[config.mk]
export PLATFORM = sky130hd
export DESIGN_NAME = spin_sweep_updater_flat
export DESIGN_NICKNAME = d
export VERILOG_FILES = /design/src/rtl/spin_update_pkg.sv /design/src/rtl/spin_sweep_updater_if.sv /design/src/rtl/spin_flip_decide.sv /design/src/rtl/spin_sweep_updater.sv /design/src/flat_wrapper.sv
export SDC_FILE = /design/constraint.sdc
export NUM_CORES = 1
export LEC_CHECK = 0
export BUFFER_PORTS_ARGS = -buffer_cell sky130_fd_sc_hd__buf_2
export CAP_MARGIN = 25
export CORE_AREA = 2 2 224 226
export DETAILED_ROUTE_END_ITERATION = 10
export DIE_AREA = 0 0 226 228
export PLACE_DENSITY_LB_ADDON = 0.05
export SYNTH_ARGS = -nofsm -noshare
export SYNTH_HDL_FRONTEND = slang
export SYNTH_SLANG_ARGS = --single-unit
[constraint.sdc]
create_clock -name clk_i -period 3.29 [get_ports clk_i]
set_input_delay 0.1645 -clock clk_i [delete_from_list [all_inputs] [get_ports clk_i]]
set_output_delay 0.1645 -clock clk_i [all_outputs]
set_load 0.02 [all_outputs]
[src/rtl/spin_update_pkg.sv]
// Shared types and defaults for the sequential spin-sweep updater.
package spin_update_pkg;

  localparam int DATASPIN_DEF         = 256;
  localparam int LOCAL_ENERGY_BIT_DEF = 16;
  localparam int SWEEP_BIT_DEF        = 8;
  localparam int FLIP_CNT_BIT_DEF     = 16;

  // All-ones source for the flip counter; the top truncates it to its counter width.
  localparam logic [31:0] FLIP_CNT_SAT = 32'hFFFF_FFFF;

  typedef enum logic [1:0] {
    IDLE   = 2'd0,
    RUN    = 2'd1,
    FINISH = 2'd2
  } state_e;

endpackage

[src/rtl/spin_sweep_updater_if.sv]
// Energy-path bundle between the spin updater (master) and the partial energy calculator (slave).
// Handshake: energy_i is consumed on a rising clk edge where energy_valid_i && energy_ready_o;
// energy_ready_o depends on registered state only, and energy_i must describe spin_idx_o.
interface spin_sweep_updater_if #(
  parameter int DATASPIN         = 256,
  parameter int LOCAL_ENERGY_BIT = 16,
  parameter int IDX_BIT          = $clog2(DATASPIN)
);

  logic [DATASPIN-1:0]                spin_o;
  logic [IDX_BIT-1:0]                 spin_idx_o;
  logic                               current_spin_o;
  logic                               energy_valid_i;
  logic signed [LOCAL_ENERGY_BIT-1:0] energy_i;
  logic                               energy_ready_o;

  modport master (
    output spin_o,
    output spin_idx_o,
    output current_spin_o,
    output energy_ready_o,
    input  energy_valid_i,
    input  energy_i
  );

  modport slave (
    input  spin_o,
    input  spin_idx_o,
    input  current_spin_o,
    input  energy_ready_o,
    output energy_valid_i,
    output energy_i
  );

endinterface

[src/rtl/spin_flip_decide.sv]
// Flip decision: a spin flips only when its local energy is strictly positive.
module spin_flip_decide #(
  parameter int W = 16
) (
  input  logic signed [W-1:0] energy_i,
  output logic                flip_o
);

  localparam logic signed [W-1:0] ZERO = '0;

  assign flip_o = (energy_i > ZERO);

endmodule

[src/rtl/spin_sweep_updater.sv]
// Gauss-Seidel spin updater: walks spins in order, flips on positive local energy,
// repeats for a programmable number of sweeps and stops early on a flip-free sweep.
module spin_sweep_updater
  import spin_update_pkg::*;
#(
  parameter int DATASPIN         = DATASPIN_DEF,
  parameter int LOCAL_ENERGY_BIT = LOCAL_ENERGY_BIT_DEF,
  parameter int SWEEP_BIT        = SWEEP_BIT_DEF,
  parameter int FLIP_CNT_BIT     = FLIP_CNT_BIT_DEF,
  parameter int IDX_BIT          = $clog2(DATASPIN)
) (
  input  logic                    clk_i,
  input  logic                    rst_ni,
  input  logic                    spin_load_valid_i,
  input  logic [DATASPIN-1:0]     spin_load_i,
  input  logic                    start_i,
  input  logic [SWEEP_BIT-1:0]    num_sweeps_i,
  spin_sweep_updater_if.master    eng,
  output logic                    busy_o,
  output logic                    done_o,
  output logic                    converged_o,
  output logic [FLIP_CNT_BIT-1:0] flip_cnt_o,
  output logic [1:0]              dbg_state_o
);

  localparam logic [IDX_BIT-1:0]      LAST_IDX = IDX_BIT'(DATASPIN - 1);
  localparam logic [FLIP_CNT_BIT-1:0] FLIP_SAT = FLIP_CNT_BIT'(FLIP_CNT_SAT);

  state_e                  state_q, state_d;
  logic [DATASPIN-1:0]     spin_q, spin_d;
  logic [IDX_BIT-1:0]      idx_q, idx_d;
  logic [SWEEP_BIT-1:0]    sweep_q, sweep_d;
  logic [SWEEP_BIT-1:0]    num_sweeps_q, num_sweeps_d;
  logic [FLIP_CNT_BIT-1:0] flip_cnt_q, flip_cnt_d;
  logic                    converged_q, converged_d;
  logic                    flag_q, flag_d;

  logic flip;
  logic sweep_flipped;

  spin_flip_decide #(
    .W (LOCAL_ENERGY_BIT)
  ) u_flip_decide (
    .energy_i (eng.energy_i),
    .flip_o   (flip)
  );

  always_comb begin
    state_d       = state_q;
    spin_d        = spin_q;
    idx_d         = idx_q;
    sweep_d       = sweep_q;
    num_sweeps_d  = num_sweeps_q;
    flip_cnt_d    = flip_cnt_q;
    converged_d   = converged_q;
    flag_d        = flag_q;
    sweep_flipped = flag_q | flip;

    unique case (state_q)
      IDLE: begin
        // Load and start may coincide; the run then begins on the freshly loaded vector.
        if (spin_load_valid_i) begin
          spin_d = spin_load_i;
        end
        if (start_i) begin
          num_sweeps_d = num_sweeps_i;
          flip_cnt_d   = '0;
          converged_d  = 1'b0;
          flag_d       = 1'b0;
          idx_d        = '0;
          sweep_d      = '0;
          state_d      = (num_sweeps_i == '0) ? FINISH : RUN;
        end
      end

      RUN: begin
        if (eng.energy_valid_i) begin
          if (flip) begin
            spin_d[idx_q] = ~spin_q[idx_q];
            flag_d        = 1'b1;
            if (flip_cnt_q != FLIP_SAT) begin
              flip_cnt_d = flip_cnt_q + 1'b1;
            end
          end
          if (idx_q != LAST_IDX) begin
            idx_d = idx_q + 1'b1;
          end else begin
            sweep_d = sweep_q + 1'b1;
            idx_d   = '0;
            flag_d  = 1'b0;
            if (!sweep_flipped) begin
              converged_d = 1'b1;
              state_d     = FINISH;
            end else if (sweep_d == num_sweeps_q) begin
              state_d = FINISH;
            end
          end
        end
      end

      FINISH: begin
        idx_d   = '0;
        state_d = IDLE;
      end

      default: begin
        state_d = IDLE;
      end
    endcase
  end

  always_ff @(posedge clk_i) begin
    if (!rst_ni) begin
      state_q      <= IDLE;
      spin_q       <= '0;
      idx_q        <= '0;
      sweep_q      <= '0;
      num_sweeps_q <= '0;
      flip_cnt_q   <= '0;
      converged_q  <= 1'b0;
      flag_q       <= 1'b0;
    end else begin
      state_q      <= state_d;
      spin_q       <= spin_d;
      idx_q        <= idx_d;
      sweep_q      <= sweep_d;
      num_sweeps_q <= num_sweeps_d;
      flip_cnt_q   <= flip_cnt_d;
      converged_q  <= converged_d;
      flag_q       <= flag_d;
    end
  end

  assign eng.spin_o         = spin_q;
  assign eng.spin_idx_o     = idx_q;
  assign eng.current_spin_o = spin_q[idx_q];
  assign eng.energy_ready_o = (state_q == RUN);

  assign busy_o      = (state_q != IDLE);
  assign done_o      = (state_q == FINISH);
  assign converged_o = converged_q;
  assign flip_cnt_o  = flip_cnt_q;
  assign dbg_state_o = state_q;

endmodule

[src/flat_wrapper.sv]
// flat-port wrapper written by rule: the top's interface ports become plain ports
module spin_sweep_updater_flat import spin_update_pkg::*;
#(
  parameter int DATASPIN         = DATASPIN_DEF,
  parameter int LOCAL_ENERGY_BIT = LOCAL_ENERGY_BIT_DEF,
  parameter int SWEEP_BIT        = SWEEP_BIT_DEF,
  parameter int FLIP_CNT_BIT     = FLIP_CNT_BIT_DEF,
  parameter int IDX_BIT          = $clog2(DATASPIN)
)
  (clk_i, rst_ni, spin_load_valid_i, spin_load_i, start_i, num_sweeps_i, busy_o, done_o, converged_o, flip_cnt_o, dbg_state_o, eng_spin_o, eng_spin_idx_o, eng_current_spin_o, eng_energy_ready_o, eng_energy_valid_i, eng_energy_i);
  spin_sweep_updater_if #(.DATASPIN(DATASPIN), .LOCAL_ENERGY_BIT(LOCAL_ENERGY_BIT), .IDX_BIT(IDX_BIT)) eng_i ();
  input  logic clk_i;
  input  logic rst_ni;
  input  logic spin_load_valid_i;
  input  logic [DATASPIN-1:0] spin_load_i;
  input  logic start_i;
  input  logic [SWEEP_BIT-1:0] num_sweeps_i;
  output logic busy_o;
  output logic done_o;
  output logic converged_o;
  output logic [FLIP_CNT_BIT-1:0] flip_cnt_o;
  output logic [1:0] dbg_state_o;
  output wire logic [$bits(eng_i.spin_o)-1:0] eng_spin_o;
  output wire logic [$bits(eng_i.spin_idx_o)-1:0] eng_spin_idx_o;
  output wire logic [$bits(eng_i.current_spin_o)-1:0] eng_current_spin_o;
  output wire logic [$bits(eng_i.energy_ready_o)-1:0] eng_energy_ready_o;
  input wire logic [$bits(eng_i.energy_valid_i)-1:0] eng_energy_valid_i;
  input wire logic [$bits(eng_i.energy_i)-1:0] eng_energy_i;
  assign eng_spin_o = eng_i.spin_o;
  assign eng_spin_idx_o = eng_i.spin_idx_o;
  assign eng_current_spin_o = eng_i.current_spin_o;
  assign eng_energy_ready_o = eng_i.energy_ready_o;
  assign eng_i.energy_valid_i = eng_energy_valid_i;
  assign eng_i.energy_i = eng_energy_i;
  spin_sweep_updater #(.DATASPIN(DATASPIN), .LOCAL_ENERGY_BIT(LOCAL_ENERGY_BIT), .SWEEP_BIT(SWEEP_BIT), .FLIP_CNT_BIT(FLIP_CNT_BIT), .IDX_BIT(IDX_BIT)) u_core (.clk_i(clk_i), .rst_ni(rst_ni), .spin_load_valid_i(spin_load_valid_i), .spin_load_i(spin_load_i), .start_i(start_i), .num_sweeps_i(num_sweeps_i), .eng(eng_i), .busy_o(busy_o), .done_o(done_o), .converged_o(converged_o), .flip_cnt_o(flip_cnt_o), .dbg_state_o(dbg_state_o));
endmodule
==> impl_metrics.tcl <==
set metrics [dict create \
    synth_edf_count 0 \
    start_util_pct 37.02 \
    combPwrFrac_pct 27.2 \
    cp_max_fo 5 \
    cts.sinks 300 \
    netlist.area_leader.share_pct 32.87 \
    core_area_um2 49350 \
    p_seq_share_pct 36.3 \
    grt_util_all_layers_pct 37.66 \
    syn-num-nets 2656 \
    firstDrtPassIters 6 \
    r2r_cells 11 \
    clock-root-buffer "clkbuf_16" \
    clk_path_buf_depth 3 \
    tns_ns 0 \
    wl_per_cell_um 27.17 \
    wirelength_um 102300 \
    min_path_type "primary input to register" \
    critPathKind "register to primary output" \
    vias 23753 \
    internal_power_mw 7.756 \
    hold_depth 4 \
    first_iter_violations 2800 \
    grt_max_degree 130 \
    nets 3346 \
    final_cell_count_no_fill 3764 \
    final.setup_skew_ns 0.01120 \
    synth_common_cells "396 x a21oi_1, 301 x nor2_1, 300 x dfxtp_1, 239 x clkbuf_1, 172 x o221ai_1" \
    yosysMostFrequentCell "a21oi_1" \
    worstPathArrival_ns 3.09 \
    dieArea_um2 51530 \
    yosys_warnings 0 \
    min_from "eng_energy_i[15]" \
    area_growth_pct 42.56 \
    io_buffers 571 \
    synthCells 2365 \
    syn_area_um2 18270 \
    cp_slowest_cell "mux4_2" \
    nFillCells 4739 \
    drc 0 \
    synth_cell_type_count 53 \
    fin_crit_sh_pct 98.93 \
    num_rows 82 \
    power.leakage_nw 10.27 \
    clkPwrFrac_pct 36.5 \
    ant_nets 0 \
    r2r_start "u_core.eng.spin_idx_o[1]" \
    crit_required_ns 3.13 \
    grt_overflow 0 \
    async_flop_share_pct 0 \
    status "complete, no violations" \
    fin_crit_ns 3.255 \
    rr_endpoint "u_core.eng.spin_o[90]" \
    max_stage_delay_ns 0.57 \
    powerDensity_nw_per_um2 458.0 \
    switching_share_pct 34.98 \
    tightest_slew_ns 1.193 \
    hold_viol_final 0 \
    clkTransAtPathRegs_ns 0.06 \
    yosys.area.top_type "dfxtp_1" \
    drive_gt1_share_pct 26.52 \
    die_h_um 228 \
    yosys-top-cells-area "dfxtp_1 33%, a21oi_1 11%, o221ai_1 8.2%, nor2_1 6.2%, mux2i_1 5.5%" \
    setup_violations 0 \
    switchingPower_mw 4.172 \
    path_cells "buf_12 -> buf_12 -> mux4_2 -> mux4_2 -> a32oi_1 -> o211ai_1 -> o21bai_4 -> buf_6" \
    synthFlopType "dfxtp_1" \
    clock_latency_ns 0.56 \
    synth_area_per_cell_um2 7.725 \
    slew_headroom_pct 20.15 \
    slew_violations 0 \
    dp_cells 3410 \
    rsz0062_at_grt "no" \
    cts_htree_levels 2 \
    pin_count 572 \
    antenna_found_initial 9 \
    cts_buffers 39 \
    fmax_ghz 0.3072 \
    cts_tree "yes" \
    grt_pass1_vias 22474 \
    fp.dieW_um 226 \
    grt_pass1_wl_um 147100 \
    hpwl_um 65300 \
    crit_path_end_kind "primary output" \
    drt-vias-per-instance 6.311 \
    r2r_setup_slack_ns 0.27 \
    drv_cap 0 \
    min_to "u_core.flag_q" \
    ir_worst_vdd_uv 292.1 \
    synth_seq_cells 300 \
    seq_area_frac_synth_pct 32.87 \
    gp_congestion 0.8907 \
    critPathLaunchType "register" \
]
-- per-stage QoR --
stage | instance area (um^2) | setup WS, ns | power [mW] | hold slack (ns) | util [%]
6_report | 26050 | 0.03509 | 11.93 | 0.01998 | 52.78
5_1_grt | 26040 | 0.004719 | 12.32 | 0.02726 | 52.77
4_1_cts | 25920 | 0.001289 | 11.86 | 0.0005358 | 52.52
3_5_place_dp | 21820 | 0.2331 | 7.261 | 0.4388 | 44.22
3_3_place_gp | 21820 | 0.2933 | 7.234 | 0.4345 | 44.22
2_1_floorplan | 18270 | 0.4079 | 6.045 | 0.3094 | -
-- registers in the layout, indices dropped and copies added, names as in the netlist --
signal,flops
u_core.converged_o,1
u_core.dbg_state_o,2
u_core.eng.spin_idx_o,8
u_core.eng.spin_o,256
u_core.flag_q,1
u_core.flip_cnt_o,16
u_core.num_sweeps_q,8
u_core.sweep_q,8
-- how the worst max path moves through the flow --
stage                              from                      to  cells past startpoint
2_1_floorplan  u_core.eng.spin_idx_o[1]      eng_current_spin_o                     14
3_3_place_gp   u_core.eng.spin_idx_o[0]      eng_current_spin_o                      9
3_5_place_dp   u_core.eng.spin_idx_o[0]  u_core.eng.spin_o[205]                      8
4_1_cts        u_core.eng.spin_idx_o[1]      eng_current_spin_o                      8
5_1_grt        u_core.eng.spin_idx_o[1]      eng_current_spin_o                      8
6_report       u_core.eng.spin_idx_o[1]      eng_current_spin_o                      8
-- area by class of cell --
type                    instances  area [um^2]  area share (%)
clock inverters                 7        63.81          0.2450
multi-input cells            1760        11200           43.00
repair buffers                942         6658           25.56
flip-flops and latches        300         6017           23.10
well taps                     672        840.8           3.228
diodes                          8        20.02         0.07686
clock buffers                  63         1199           4.602
inverters                      12        47.55          0.1825
-- layout by cell type (no fill, tap or decap), types with 5 or more instances in the layout --
master and instances:
xor2_1 16, nor2_1 297, nor2b_1 8, ha_1 6, and2_2 13, buf_2 569
nor4_1 7, a41oi_1 65, a21boi_0 10, mux4_2 17, nand2b_1 13, nand4_1 12
dfxtp_1 297, diode_2 8, clkbuf_1 13, nor3_1 13, nand2_1 139, nand3_1 26
a21oi_1 394, buf_4 88, buf_12 21, a22oi_1 42, o211ai_1 6, a211oi_1 17
and3_1 6, inv_1 11, mux2i_1 95, o21ai_0 109, o2111ai_1 64, o22ai_1 7
a31oi_1 130, clkinv_2 5, xnor2_1 14, dlygate4sd3_1 256, clkbuf_8 10, clkbuf_16 41
o221ai_1 172
-- layer usage --
layer	GRT usage (%)	vias to the layer above	wire length, um
met2	58.80	1496	46060
li1	-	10448	-
met4	20.10	6	5685
met3	8.578	302	9956
met5	0	-	46
met1	48.13	11501	40510
-- cells by family after synthesis --
kind of cell	share of synthesized area (%)
mux	7.629
buf+inv	6.978
xor+xnor	1.561
compound gates	37.00
fa+ha+maj	0.4109
flops	32.87
simple gates	13.55
-- worst max-delay path: cells and delay by family, from the launching register on --
family / cells / cell delay [ns]
compound gates: 3 / 0.70
buf+inv: 3 / 0.39
mux: 2 / 1.06
flops: 1 / 0.36
-- what timing repair did --
action                                  in CTS  in global routing
hold buffers                               256                  0
pin swaps                                    4                  3
hold endpoints to repair                   256                  0
endpoints found under the setup margin       1                  1
setup buffers                               11                  5
resized for setup                           21                 13
gates cloned                                 4                  0
-- power groups by stage --
| stage | Sequential (mW) | Combinational, mW | Clock [mW] |
|---|---|---|---|
| after floorplan | 4.65 | 1.39 | 0 |
| after global placement | 4.39 | 2.85 | 0 |
| after detailed placement | 4.39 | 2.88 | 0 |
| after CTS | 4.31 | 3.17 | 4.38 |
| after global routing | 4.36 | 3.43 | 4.53 |
| final | 4.33 | 3.25 | 4.35 |
(Power assumes the default switching activity.)
